`config.mk`:
```
export PLATFORM = sky130hd
export DESIGN_NAME = rr_arb4_flat
export DESIGN_NICKNAME = d
export VERILOG_FILES = /design/src/rtl/rr_arb4_if.sv /design/src/rtl/rr_arb4.sv /design/src/flat_wrapper.sv
export SDC_FILE = /design/constraint.sdc
export NUM_CORES = 1
export LEC_CHECK = 0
export ABC_AREA = 1
export BUFFER_PORTS_ARGS = -buffer_cell sky130_fd_sc_hd__buf_4
export CAP_MARGIN = 0
export CORE_ASPECT_RATIO = 1.4
export CORE_MARGIN = 1
export CORE_UTILIZATION = 37
export DETAILED_ROUTE_END_ITERATION = 10
export GPL_TIMING_DRIVEN = 1
export PLACE_DENSITY = 0.67
export SYNTH_ARGS = -nofsm -noshare
export SYNTH_HDL_FRONTEND = slang
export SYNTH_SLANG_ARGS = --single-unit
```
`constraint.sdc`:
```
create_clock -name i_clk -period 5 [get_ports i_clk]
set_input_delay 0.75 -clock i_clk [delete_from_list [all_inputs] [get_ports i_clk]]
set_output_delay 0.75 -clock i_clk [all_outputs]
set_load 0.01 [all_outputs]
```
`src/rtl/rr_arb4_if.sv`:
```
// Bundle of request, payload and downstream handshake signals for the
// four-channel round-robin arbiter.
interface rr_arb4_if #(
   parameter int WIDTH = 8
);
   logic [3:0]       i_valid;
   logic [WIDTH-1:0] i_data_0;
   logic [WIDTH-1:0] i_data_1;
   logic [WIDTH-1:0] i_data_2;
   logic [WIDTH-1:0] i_data_3;
   logic [3:0]       o_ready;
   logic             o_valid;
   logic [WIDTH-1:0] o_data;
   logic [1:0]       o_sel;
   logic             i_ready;

   // Arbiter side: consumes requests and downstream ready, drives the output register.
   modport slave (
      input  i_valid, i_data_0, i_data_1, i_data_2, i_data_3, i_ready,
      output o_ready, o_valid, o_data, o_sel
   );

   // Environment side: the requesters and the downstream consumer.
   modport master (
      output i_valid, i_data_0, i_data_1, i_data_2, i_data_3, i_ready,
      input  o_ready, o_valid, o_data, o_sel
   );
endinterface

```
`src/rtl/rr_arb4.sv`:
```
// Four-channel round-robin arbiter feeding a single registered output stage
// that sustains one word per cycle under continuous downstream accept.
module rr_arb4 #(
   parameter int WIDTH = 8
) (
   input logic     i_clk,
   input logic     i_rst,
   rr_arb4_if.slave bus
);

   typedef enum logic {EMPTY, FULL} state_t;

   state_t           state;
   state_t           state_next;
   logic [1:0]       ptr;
   logic [1:0]       win;
   logic             any_req;
   logic             load;
   logic             take;
   logic [WIDTH-1:0] win_data;
   logic [WIDTH-1:0] data_q;
   logic [1:0]       sel_q;

   // Search starts at the pointer and wraps, so the channel after the last winner has priority.
   always_comb begin
      logic [1:0] idx;
      any_req = 1'b0;
      win     = 2'd0;
      idx     = 2'd0;
      for (int i = 0; i < 4; i++) begin
         idx = ptr + 2'(i);
         if (!any_req && bus.i_valid[idx]) begin
            any_req = 1'b1;
            win     = idx;
         end
      end
   end

   always_comb begin
      win_data = bus.i_data_0;
      case (win)
         2'd0: win_data = bus.i_data_0;
         2'd1: win_data = bus.i_data_1;
         2'd2: win_data = bus.i_data_2;
         2'd3: win_data = bus.i_data_3;
         default: win_data = bus.i_data_0;
      endcase
   end

   // The output register can take a new word when empty or when it is being drained this cycle.
   assign load        = (state == EMPTY) || bus.i_ready;
   assign take        = any_req && load && !i_rst;
   assign bus.o_ready = take ? (4'b0001 << win) : 4'b0000;

   always_comb begin
      state_next = state;
      case (state)
         EMPTY: if (take) state_next = FULL;
         FULL:  if (bus.i_ready && !take) state_next = EMPTY;
         default: state_next = EMPTY;
      endcase
   end

   always_ff @(posedge i_clk or posedge i_rst) begin
      if (i_rst) state <= EMPTY;
      else       state <= state_next;
   end

   always_ff @(posedge i_clk or posedge i_rst) begin
      if (i_rst) begin
         data_q <= '0;
         sel_q  <= 2'd0;
         ptr    <= 2'd0;
      end else if (take) begin
         data_q <= win_data;
         sel_q  <= win;
         ptr    <= win + 2'd1;
      end
   end

   assign bus.o_valid = (state == FULL);
   assign bus.o_data  = data_q;
   assign bus.o_sel   = sel_q;

endmodule
```
`src/flat_wrapper.sv`:
```
// flat-port wrapper written by rule: the top's interface ports become plain ports
module rr_arb4_flat 
#(
   parameter int WIDTH = 8
)
  (i_clk, i_rst, bus_i_valid, bus_i_data_0, bus_i_data_1, bus_i_data_2, bus_i_data_3, bus_i_ready, bus_o_ready, bus_o_valid, bus_o_data, bus_o_sel);
  rr_arb4_if #(.WIDTH(WIDTH)) bus_i ();
  input logic i_clk;
  input logic i_rst;
  input wire logic [$bits(bus_i.i_valid)-1:0] bus_i_valid;
  input wire logic [$bits(bus_i.i_data_0)-1:0] bus_i_data_0;
  input wire logic [$bits(bus_i.i_data_1)-1:0] bus_i_data_1;
  input wire logic [$bits(bus_i.i_data_2)-1:0] bus_i_data_2;
  input wire logic [$bits(bus_i.i_data_3)-1:0] bus_i_data_3;
  input wire logic [$bits(bus_i.i_ready)-1:0] bus_i_ready;
  output wire logic [$bits(bus_i.o_ready)-1:0] bus_o_ready;
  output wire logic [$bits(bus_i.o_valid)-1:0] bus_o_valid;
  output wire logic [$bits(bus_i.o_data)-1:0] bus_o_data;
  output wire logic [$bits(bus_i.o_sel)-1:0] bus_o_sel;
  assign bus_i.i_valid = bus_i_valid;
  assign bus_i.i_data_0 = bus_i_data_0;
  assign bus_i.i_data_1 = bus_i_data_1;
  assign bus_i.i_data_2 = bus_i_data_2;
  assign bus_i.i_data_3 = bus_i_data_3;
  assign bus_i.i_ready = bus_i_ready;
  assign bus_o_ready = bus_i.o_ready;
  assign bus_o_valid = bus_i.o_valid;
  assign bus_o_data = bus_i.o_data;
  assign bus_o_sel = bus_i.o_sel;
  rr_arb4 #(.WIDTH(WIDTH)) u_core (.i_clk(i_clk), .i_rst(i_rst), .bus(bus_i));
endmodule
```
# After elaboration in Yosys (flattened, before gate mapping)
# Cells that the tools add are included.
# totals
regBits	13
output_inout_bits	15
in_bits	39
elab_cells	51
# op_classes
reduce_logical	13
n_eq_ne	3
muxes	21
addsub	4
shift	1
order_cmp	4
n_bitwise	1
# op_table
cell	count
$pmux 8 s4	1
$lt 2x3->1 const B	4
$mux 1	10
$bmux 1 s2	4
$mux 2	4
$logic_and 1x1->1	6
$logic_not 1->1	5
$add 2x1->2 const B	2
$add 2x2->2 const B	2
$eq 2x2->1 const B	2
$mux 4	1
$shl 1x2->4 const A	1
$eq 2x1->1 const B	1
$logic_not 2->1	1
$pmux 1 s2	1
$logic_or 1x1->1	1
$not 1->1	1

# Longest topological paths before layout
# Gate-level depths: netlist (run 1).
# logic_depth
word_depth	18
depth_mapped	16
ltp_nobuf	15

# Worst setup path before layout (run 1)
# No wires, ideal clock.
# synth_timing
kind	input-to-output
from	input bus_i_valid[0]
to	output bus_o_ready[3]
cell_stages	13
required_ps	4250
path_slack_ps	2087
arrival_ps	2163
n_path_buf	1
cell_sequence	inv_1 > nand2_1 > nand3_1 > nand2_1 > nor2_4 > nand3_1 > nand3_1 > nand2_1 > inv_1 > ha_1 > buf_1 > inv_1 > nor2_1
# synth_via
word_cells_on_any_way	26
classes_between	shift: 1; mux: 17; reduce/logical: 8
# synth_rtl
item	line	text
start, declared	flat_wrapper.sv:10	input wire logic [$bits(bus_i.i_valid)-1:0] bus_i_valid;
$bmux 1 s2	rr_arb4.sv:32	if (!any_req && bus.i_valid[idx]) begin
$mux 1 (not written as such)	rr_arb4.sv:32	
$mux 1	rr_arb4.sv:32	
$logic_not 1->1	rr_arb4.sv:32	
$logic_and 1x1->1	rr_arb4.sv:32	
$mux 1	rr_arb4.sv:32	
$logic_not 1->1	rr_arb4.sv:32	
$logic_and 1x1->1	rr_arb4.sv:32	
$mux 1	rr_arb4.sv:32	
$logic_not 1->1	rr_arb4.sv:32	
$logic_and 1x1->1	rr_arb4.sv:32	
$mux 2 *	rr_arb4.sv:32	
net u_core.win[1]	rr_arb4.sv:16	logic [1:0] win;
$shl 1x2->4 *	rr_arb4.sv:53	assign bus.o_ready = take ? (4'b0001 << win) : 4'b0000;
$mux 4 *	rr_arb4.sv:53	
end, declared	flat_wrapper.sv:16	output wire logic [$bits(bus_i.o_ready)-1:0] bus_o_ready;
# The timed path passes the listed nets; every way through them passes the cells marked *. The select of a mux whose other input is x is not followed.

# Final worst setup path (run 1)
# layout_timing
from	register u_core.ptr[0]
to	output bus_o_ready[2]
# layout_via
word_cells_on_any_way	29
classes_between	add/sub: 3; shift: 1; mux: 17; reduce/logical: 8
# layout_rtl
item	line	text
start, declared	rr_arb4.sv:15	logic [1:0] ptr;
start signal, assigned	rr_arb4.sv:77	ptr <= win + 2'd1;
branches (longest 11 deep; another with $add 2x1->2)	-	
$mux 2 *	rr_arb4.sv:32	
net u_core.win[1]	rr_arb4.sv:16	
$shl 1x2->4 *	rr_arb4.sv:53	
$mux 4 *	rr_arb4.sv:53	
# Mark *: on every way through the listed nets, which the timed path passes. The select of a mux whose other input is x is not followed.

==> summary.txt, run 1 <==
GRT
  • Total gr overflow: 0
  • Initial antenna violation count: 0
  • Largest net degree at the start of global routing: 16
  • Vias in the first global route: 1149
  • GRT Util Overall: 19.3%
  • First-pass GRT wire length: 4.45 mm

CTS
  • Clk Latency, worst-skew pair: 0.27 ns
  • Worst-path clk slew: 0.08 ns
  • Post-CTS setup buffer count: 0
  • Num CTS Buffers: 3
  • H-tree Lvls: 1
  • # hold bufs at CTS: 0
  • Clock root buffer master: clkbuf_4
  • CTS resizes: 0
  • Clk sinks: 13
  • Clock buffer depth: 2
  • CTS tree: yes

Placement
  • DP HPWL: 2.27 mm
  • Worst slack at placement: 1.74 ns
  • Routability cong.: 0.781
  • DP Cell Count: 252
  • Number of port buffers: 53
  • Placed Area: 0.00146 mm^2

Synth
  • Synth Register Bits: 13
  • Cell taking the most area after synthesis: dfrtp_1
  • Area contributors post-synth: dfrtp_1, nand2_1, inv_1, ha_1, a31oi_1
  • Yosys cell types: 20
  • Share of the synthesized area in the top cell type: 30.5%
  • Synth Net Count: 214
  • Gate Count Post-Synth: 170
  • Yosys warns: 0
  • Avg Cell Area, Syn: 6.28 um^2
  • Sequential area share after synthesis: 30.5%
  • Post-Syn Area: 0.00107 mm^2

Floorplanning
  • Die area: 0.00311 mm^2
  • Core footprint: 0.00267 mm^2
  • Starting density of the core: 40.0%
  • Die Span X: 47.4 um
  • Die height: 65.5 um
  • Num rows: 22
  • Ports: 54

Cells and area
  • Area Overhead vs Synth: 39.4%
  • Fin util: 55.7%
  • Reg area: 325 um^2
  • Layout cell share with drive strength beyond 1: 29.1%
  • # fillers: 272
  • Commonest non-fill, non-tap cell in the layout: nand2_1
  • Post-route cell area: 0.00149 mm^2
  • Final non-filler cell total: 256
  • Antenna Diode Count: 0
  • Multi-input gate area: 622 um^2
  • Commonest cells after routing, fill and taps aside: nand2_1, buf_4, inv_1, nor2_1, dfrtp_1
  • Final nets: 265

Drt
  • Post-DR vias/cell: 4.73
  • 1st-iter DRT viols: 22
  • Remaining DRCs: 0
  • DR pass1 iterations: 4
  • Routed WL: 2.76 mm
  • Routed len/inst: 10.8 um
  • Antenna Violating Nets Remaining: 0
  • Via count: 1210

Worst setup path
  • Worst-path fanout max: 11
  • Worst path most repeated cell: nand2_1
  • Crit path launch type: flop
  • Required @ worst endpoint: 4.25 ns
  • CP max-delay cell: dfrtp_1
  • Maximum single-stage delay on the critical path: 0.53 ns
  • Critical setup path kind: flop to output pin
  • Launch point of the critical path: u_core.ptr[0]
  • Worst EP arrival: 2.67 ns
  • Crit end category: output pin
  • Worst path cell trace: inv_1 -> nand2_1 -> nand2_1 -> nand2_1 -> nand2_2 -> nor2_4 -> nand3_1 -> nand3_1 -> nand2_1 -> inv_1 -> ha_1 -> inv_1 -> nor2_1 -> buf_4
  • Reg-to-Reg Start: u_core.ptr[0]

Timing
  • Setup violations, final: 0
  • Worst slew margin: 62.1%
  • Fmax: 293 MHz
  • Unrepaired setup endpoints after global routing: no
  • Slew of the pin with the lowest slew margin: 0.567 ns
  • Slew Viols, Final: 0
  • Final worst path period need: 3.42 ns
  • Hold WS: 0.496 ns
  • Worst Skew: 0.00272 ns
  • Setup TNS: 0 ns
  • Final worst slack: 1.58 ns
  • Tcrit/Tclk final: 68.3%
  • Final Hold Viols: 0

Outcome
  • Status: completed

Power
  • Leakage: 0.837 nW
  • Tot Pwr: 1.09 mW
  • Pwr/cell area: 734 mW/mm^2
  • Peak supply drop: 400 uV

Flow run
  • Max-cap violations: 0

Min path
  • Worst hold start: u_core.bus.o_data[4]
  • HP Class: flop to flop
-- report_power, final --
part	internal, mW	switching (mW)	leakage, nW	total, mW
Sequential	0.157	0.0406	0.160	0.197
Clock	0.0308	0.0322	0.0150	0.0630
Combinational	0.321	0.511	0.661	0.832
Total	0.509	0.583	0.837	1.09
-- metal layers --
layer / global-route usage (%) / share of wire [%]
met5: 0 / 0
met4: 7.86 / 1.2
met3: 1.10 / 4.3
met2: 34.8 / 52
met1: 22.2 / 42
-- critical path, delay by kind of cell (launching register included) --
family / cells / cell delay [ns]
fa+ha+maj: 1 / 0.35
buf+inv: 4 / 0.51
flops: 1 / 0.53
simple gates: 9 / 0.99
-- Yosys cell counts --
cell type / number
nand2_1: 72
inv_1: 18
dfrtp_1: 13
nor2_1: 13
a21oi_1: 9
a31oi_1: 9
nand3_1: 7
o21ai_0: 6
ha_1: 5
buf_1: 3
buf_6: 3
nand2_2: 3
o21ai_1: 2
clkbuf_1: 1
inv_2: 1
nand3_2: 1
nand3b_2: 1
nand4_1: 1
nor2_2: 1
nor2_4: 1
-- state kept, by name, indices dropped and copies added, names as in the netlist --
signal and count:
u_core.bus.o_data 8, u_core.bus.o_sel 2, u_core.ptr 2, u_core.bus.o_valid 1
-- kinds of logic after synthesis --
group | count (synthesis) | synth area share, %
DFF | 13 | 30.5
and+or+nand+nor | 100 | 39.2
AOI/OAI and AO/OA | 26 | 13.2
buffers and inverters | 26 | 11.3
adders and majority gates | 5 | 5.86
-- layout make-up --
class	count	area share, %
well taps	36	3.03
repair buffers	53	26.7
clock buffers	4	1.77
multi-input cells	131	41.8
flip-flops and latches	13	21.9
inverters	19	4.79
-- worst paths after layout --
path | cells after the start | slack (ns) | endpoint
min in group asynchronous | 2 | 0.53 | u_core.bus.o_data[0]
max reg2reg | 15 | 2.39 | u_core.bus.o_data[5]
max in group asynchronous | 2 | 4.09 | u_core.bus.o_data[5]
max | 14 | 1.58 | bus_o_ready[2]
min reg2reg | 2 | 0.50 | u_core.bus.o_data[4]
min | 2 | 0.50 | u_core.bus.o_data[4]
Note: power is estimated with default switching activity, not from simulation.
==> run 2: changes to the inputs <==
Settings changed: ABC_AREA 1 to 0, PLACE_DENSITY 0.67 to 0.73.
Clock period 5 ns to 2.95 ns, I/O delays scaled along.
==> run 2 against run 1 <==
Effect of this change:
- the run now ends with design-rule violations left
- die area is 14% lower
- non-clock buffer count is 1 higher
- via count is 29% lower
- largest cell class unchanged
- largest power group unchanged
==> summary.txt, run 2 <==
Power
  • Sw Share: 36.8%
  • Pwr/cell area: 782 mW/mm^2
  • Leakage: 0.652 nW
  • Clk pwr share: 10.1%
  • Combinational share of power: 59.8%
  • Net Sw Power: 0.388 mW
  • Peak supply drop: 374 uV
  • Seq pwr share: 30.0%
  • Internal: 0.665 mW

Cells and area
  • Post-route cell area: 0.00135 mm^2
  • Final non-filler cell total: 164
  • Layout cell share with drive strength beyond 1: 49.3%
  • Antenna Diode Count: 0
  • Commonest non-fill, non-tap cell in the layout: buf_4
  • Max reg flops: 8
  • Multi-input gate area: 547 um^2
  • Commonest cells after routing, fill and taps aside: buf_4, a21oi_1, dfrtp_1, nor2b_1, a22oi_1
  • Reg area: 325 um^2
  • # fillers: 221
  • Area Overhead vs Synth: 47.4%
  • Final nets: 187

Synth
  • Most numerous cell in the Yosys netlist: a21oi_1
  • Avg Cell Area, Syn: 10.3 um^2
  • Synth async-reset ratio: 100%
  • Cell taking the most area after synthesis: dfrtp_1
  • Post-Syn Area: 913 um^2
  • Gate Count Post-Synth: 89
  • Yosys warns: 0
  • Ys flop type: dfrtp_1
  • Share of the synthesized area in the top cell type: 35.6%
  • Yosys cell types: 20
  • Post-synth top cells: a21oi_1, dfrtp_1, nor2b_1
  • Area contributors post-synth: dfrtp_1, a21oi_1, mux2_4, nor2b_1, mux2_2
  • Sequential area share after synthesis: 35.6%
  • Synth Register Bits: 13
  • Synth Net Count: 133
  • Post-synth EDFFs: 0

CTS
  • Post-CTS setup buffer count: 0
  • CTS resizes: 0
  • H-tree Lvls: 1
  • Clk Latency, worst-skew pair: 0.27 ns
  • # hold bufs at CTS: 0
  • Clk sinks: 13
  • Clock buffer depth: 2
  • CTS tree: yes
  • Worst-path clk slew: 0.08 ns
  • Num CTS Buffers: 3
  • Clock root buffer master: clkbuf_4

Drt
  • DR pass1 iterations: 7
  • Remaining DRCs: 9
  • Via count: 854
  • 1st-iter DRT viols: 23
  • Post-DR vias/cell: 5.21
  • Routed WL: 2.25 mm
  • Routed len/inst: 13.7 um
  • Antenna Violating Nets Remaining: 0

Timing
  • Final Hold Viols: 0
  • Setup TNS: 0 ns
  • Slew of the pin with the lowest slew margin: 0.490 ns
  • Setup violations, final: 0
  • Worst Skew: 0.00444 ns
  • Fmax: 402 MHz
  • Final worst path period need: 2.49 ns
  • Slew Viols, Final: 0
  • Unrepaired setup endpoints after global routing: no
  • Worst slew margin: 67.3%
  • Tcrit/Tclk final: 84.3%

Floorplanning
  • Die height: 60.8 um
  • Core footprint: 0.00225 mm^2
  • Die area: 0.00267 mm^2
  • Starting density of the core: 40.6%
  • Die Span X: 44.0 um
  • Ports: 54
  • Num rows: 20

Worst setup path
  • Worst R2R Path Depth: 7
  • Required @ worst endpoint: 2.51 ns
  • Crit path launch type: flop
  • Critical setup path kind: flop to output pin
  • Reg-to-Reg Start: u_core.ptr[0]
  • Worst R2R Setup Slack: 0.75 ns
  • Capturing point of the worst reg2reg path: u_core.bus.o_data[5]
  • Worst EP arrival: 2.04 ns
  • Worst-path fanout max: 9
  • Crit end category: output pin

GRT
  • Met1 usage: 22.3%
  • First-pass GRT wire length: 3.84 mm
  • Met2 Usage GRT: 34.5%
  • Grt peak-use layer: met2
  • Total gr overflow: 0
  • Largest net degree at the start of global routing: 17
  • Initial antenna violation count: 0
  • Vias in the first global route: 882
  • GRT Util Overall: 19.4%
  • Met3 usage: 2.68%

Placement
  • Routability cong.: 0.777
  • Placed Area: 0.00132 mm^2
  • Number of port buffers: 53
  • DP Cell Count: 160

Flow run
  • Max-cap violations: 0

Outcome
  • Violated checks: design-rule violations
  • Status: complete, but fails checks

Min path
  • HP Class: input port to asynchronous set/reset pin
run 2: kinds of logic after synthesis:
group / synth area share [%]
DFF: 35.6
AOI/OAI and AO/OA: 18.5
buffers and inverters: 4.52
adders and majority gates: 6.85
muxes: 16.7
and+or+nand+nor: 17.8
run 2: worst max-delay path by stage:
| stage | startpoint | to | depth (start not counted) |
|---|---|---|---|
| global route | u_core.ptr[0] | bus_o_ready[3] | 7 |
| floorplan | bus_i_valid[1] | u_core.bus.o_data[1] | 8 |
| finish | u_core.ptr[0] | bus_o_ready[3] | 7 |
| global placement | bus_i_valid[1] | bus_o_ready[1] | 8 |
| CTS | u_core.ptr[0] | bus_o_ready[1] | 7 |
| detailed placement | bus_i_valid[1] | u_core.bus.o_data[5] | 8 |
run 2: power groups by stage:
| stage | Combinational [mW] | Clock (mW) | Sequential (mW) |
|---|---|---|---|
| after floorplan | 0.370 | 0 | 0.344 |
| after global placement | 0.631 | 0 | 0.313 |
| after detailed placement | 0.636 | 0 | 0.323 |
| after CTS | 0.640 | 0.110 | 0.319 |
| after global routing | 0.713 | 0.121 | 0.330 |
| final | 0.630 | 0.107 | 0.316 |
run 2: final cells by class:
class | count | share of cell area [%]
clock buffers | 4 | 1.95
inverters | 4 | 1.12
multi-input cells | 67 | 40.6
flip-flops and latches | 13 | 24.2
well taps | 22 | 2.04
repair buffers | 54 | 30.1
run 2: worst max-delay path, cell delays in order, from the launching register on:
cell	delay [ns]
dfrtp_1	0.41
nor2b_1	0.17
nor3b_1	0.07
o22ai_1	0.39
inv_1	0.12
ha_1	0.31
and2_1	0.17
buf_4	0.13
run 2: per-stage QoR:
step / hold slack, ns / setup slack, ns / total power, mW / utilization (%)
6_report: 0.216 / 0.463 / 1.05 / 59.8
3_3_place_gp: 0.494 / 0.614 / 0.944 / 58.6
5_1_grt: 0.254 / 0.240 / 1.16 / 59.8
3_5_place_dp: 0.505 / 0.546 / 0.959 / 58.6
4_1_cts: 0.228 / 0.461 / 1.07 / 59.8
2_1_floorplan: 0.319 / 0.853 / 0.714 / -
run 2: per-layer routing:
layer	wire length, um	share of wire (%)
met1	894	40
met4	53	2.4
met5	0	0
met3	263	12
met2	1040	46
==> run 3: changes to the inputs <==
Settings changed: PLACE_DENSITY 0.73 to 0.7.
Clock period 2.95 ns to 2.52 ns, I/O delays scaled along.
==> run 3 against run 2 <==
Effect of this change:
- critical path depth decreased by 1
- first-iteration DRC count increased by 70%
- non-clock buffer count unchanged
- die area unchanged
- the run still ends with design-rule violations left
- register-to-register slack got worse by 0.35 ns
- cell count unchanged
- final area increased by 0.46%
- worst hold slack got worse by 0.060 ns
- setup slack got worse by 0.26 ns
- clock power increased by 17%
- combinational power increased by 19%
- utilization increased by 0.28 points
- highest routed layer unchanged
==> summary.txt, run 3 (synthesis results as in run 2) <==
Cells and area
  • Final non-filler cell total: 164
  • Layout cell share with drive strength beyond 1: 50.0%
  • Max reg flops: 8
  • Commonest cells after routing, fill and taps aside: buf_4, a21oi_1, dfrtp_1, nor2b_1, a22oi_1
  • Commonest non-fill, non-tap cell in the layout: buf_4
  • Antenna Diode Count: 0
  • Area Overhead vs Synth: 48.1%
  • Final nets: 187

GRT
  • First-pass GRT wire length: 3.48 mm
  • Largest net degree at the start of global routing: 17
  • Total gr overflow: 0
  • Initial antenna violation count: 0
  • GRT Util Overall: 17.9%
  • Vias in the first global route: 786

Floorplanning
  • Core footprint: 0.00225 mm^2
  • Die Span X: 44.0 um
  • Starting density of the core: 40.6%
  • Die area: 0.00267 mm^2
  • Num rows: 20
  • Die height: 60.8 um
  • Ports: 54

Timing
  • Fmax: 432 MHz
  • Final Hold Viols: 0
  • Hold WS: 0.156 ns
  • Setup violations, final: 0
  • Worst Skew: 0.00371 ns
  • Final worst path period need: 2.32 ns
  • Unrepaired setup endpoints after global routing: no
  • Worst slew margin: 59.2%
  • Tcrit/Tclk final: 91.9%
  • Slew Viols, Final: 0
  • Slew of the pin with the lowest slew margin: 0.610 ns
  • Setup TNS: 0 ns

Power
  • Peak supply drop: 585 uV
  • Pwr/cell area: 921 mW/mm^2
  • Leakage: 0.655 nW
  • Tot Pwr: 1.25 mW

Outcome
  • Status: complete, but fails checks
  • Violated checks: design-rule violations

Drt
  • Routed WL: 2.31 mm
  • Post-DR vias/cell: 5.35
  • DR pass1 iterations: 7
  • Routed len/inst: 14.1 um
  • 1st-iter DRT viols: 39
  • Remaining DRCs: 9
  • Antenna Violating Nets Remaining: 0
  • Via count: 878

Flow run
  • Max-cap violations: 0

Worst setup path
  • Capturing point of the worst reg2reg path: u_core.bus.o_data[2]
  • Worst-path fanout max: 9
  • Worst R2R Path Depth: 7
  • Reg-to-Reg Start: u_core.ptr[1]
  • Crit end category: output pin
  • Crit path launch type: flop
  • Worst R2R Setup Slack: 0.40 ns
  • Required @ worst endpoint: 2.14 ns
  • Worst EP arrival: 1.94 ns
  • Critical setup path kind: flop to output pin

CTS
  • Clk Latency, worst-skew pair: 0.27 ns
  • H-tree Lvls: 1
  • Clk sinks: 13
  • CTS tree: yes
  • Worst-path clk slew: 0.08 ns
  • Num CTS Buffers: 3
  • Clock root buffer master: clkbuf_4
  • Clock buffer depth: 2

Placement
  • Routability cong.: 0.778
  • DP Cell Count: 160
  • DP HPWL: 1.85 mm
  • Number of port buffers: 53

Min path
  • HP Class: input port to asynchronous set/reset pin
run 3: cell types whose count changed in the layout (fill, tap and decap cells not counted):
cell / change
o22ai_1: -1
o22ai_2: +1
run 3: worst max-delay path by stage:
stage / end / slack (ns) / cells past startpoint / startpoint
floorplan: u_core.bus.o_data[1] / 0.49 / 8 / bus_i_valid[1]
global placement: u_core.bus.o_data[5] / 0.28 / 8 / bus_i_valid[1]
detailed placement: u_core.bus.o_data[2] / 0.15 / 8 / bus_i_valid[1]
CTS: bus_o_ready[3] / 0.07 / 7 / u_core.ptr[0]
global route: bus_o_ready[3] / 0.07 / 7 / u_core.ptr[0]
finish: bus_o_ready[1] / 0.20 / 6 / u_core.ptr[1]
run 3: layout make-up:
cell class / count / area (um^2)
multi-input cells: 67 / 553
flip-flops and latches: 13 / 325
well taps: 22 / 27.5
inverters: 4 / 15.0
repair buffers: 54 / 405
clock buffers: 4 / 26.3
fillers: 203 / 900
run 3: where the power goes:
part / internal (mW) / switching, mW / leakage [nW]
sequential: 0.308 / 0.0663 / 0.154
clock: 0.0612 / 0.0635 / 0.0150
combinational: 0.413 / 0.334 / 0.487
total: 0.782 / 0.463 / 0.655
run 3: per-layer routing:
metal / global-route usage [%] / share of wire [%] / vias to the layer above
met2: 30.3 / 48 / 47
met1: 20.3 / 40 / 406
met3: 4.76 / 12 / 2
li1: - / - / 423
met5: 0 / 0 / -
met4: 9.96 / 0.82 / 0
run 3: timing repair:
action,in CTS,in global routing
hold buffers,0,0
gates resized for setup,0,1
setup buffers,0,0
setup endpoints to repair,0,3
hold endpoints to repair,0,0
run 3: stage by stage:
| stage | setup WS (ns) | utilization (%) | cell area, um^2 |
|---|---|---|---|
| 2_1_floorplan | 0.487 | - | 913 |
| 3_3_place_gp | 0.277 | 58.6 | 1320 |
| 3_5_place_dp | 0.149 | 58.6 | 1320 |
| 4_1_cts | 0.0687 | 59.8 | 1350 |
| 5_1_grt | 0.0717 | 60.1 | 1350 |
| 6_report | 0.205 | 60.1 | 1350 |
run 3: worst max-delay path, stage by stage (launching register included):
cell and delay [ns]:
dfrtp_1 0.41, a21oi_1 0.09, o32a_1 0.41, inv_1 0.13, ha_1 0.34, and2_1 0.18, buf_4 0.12
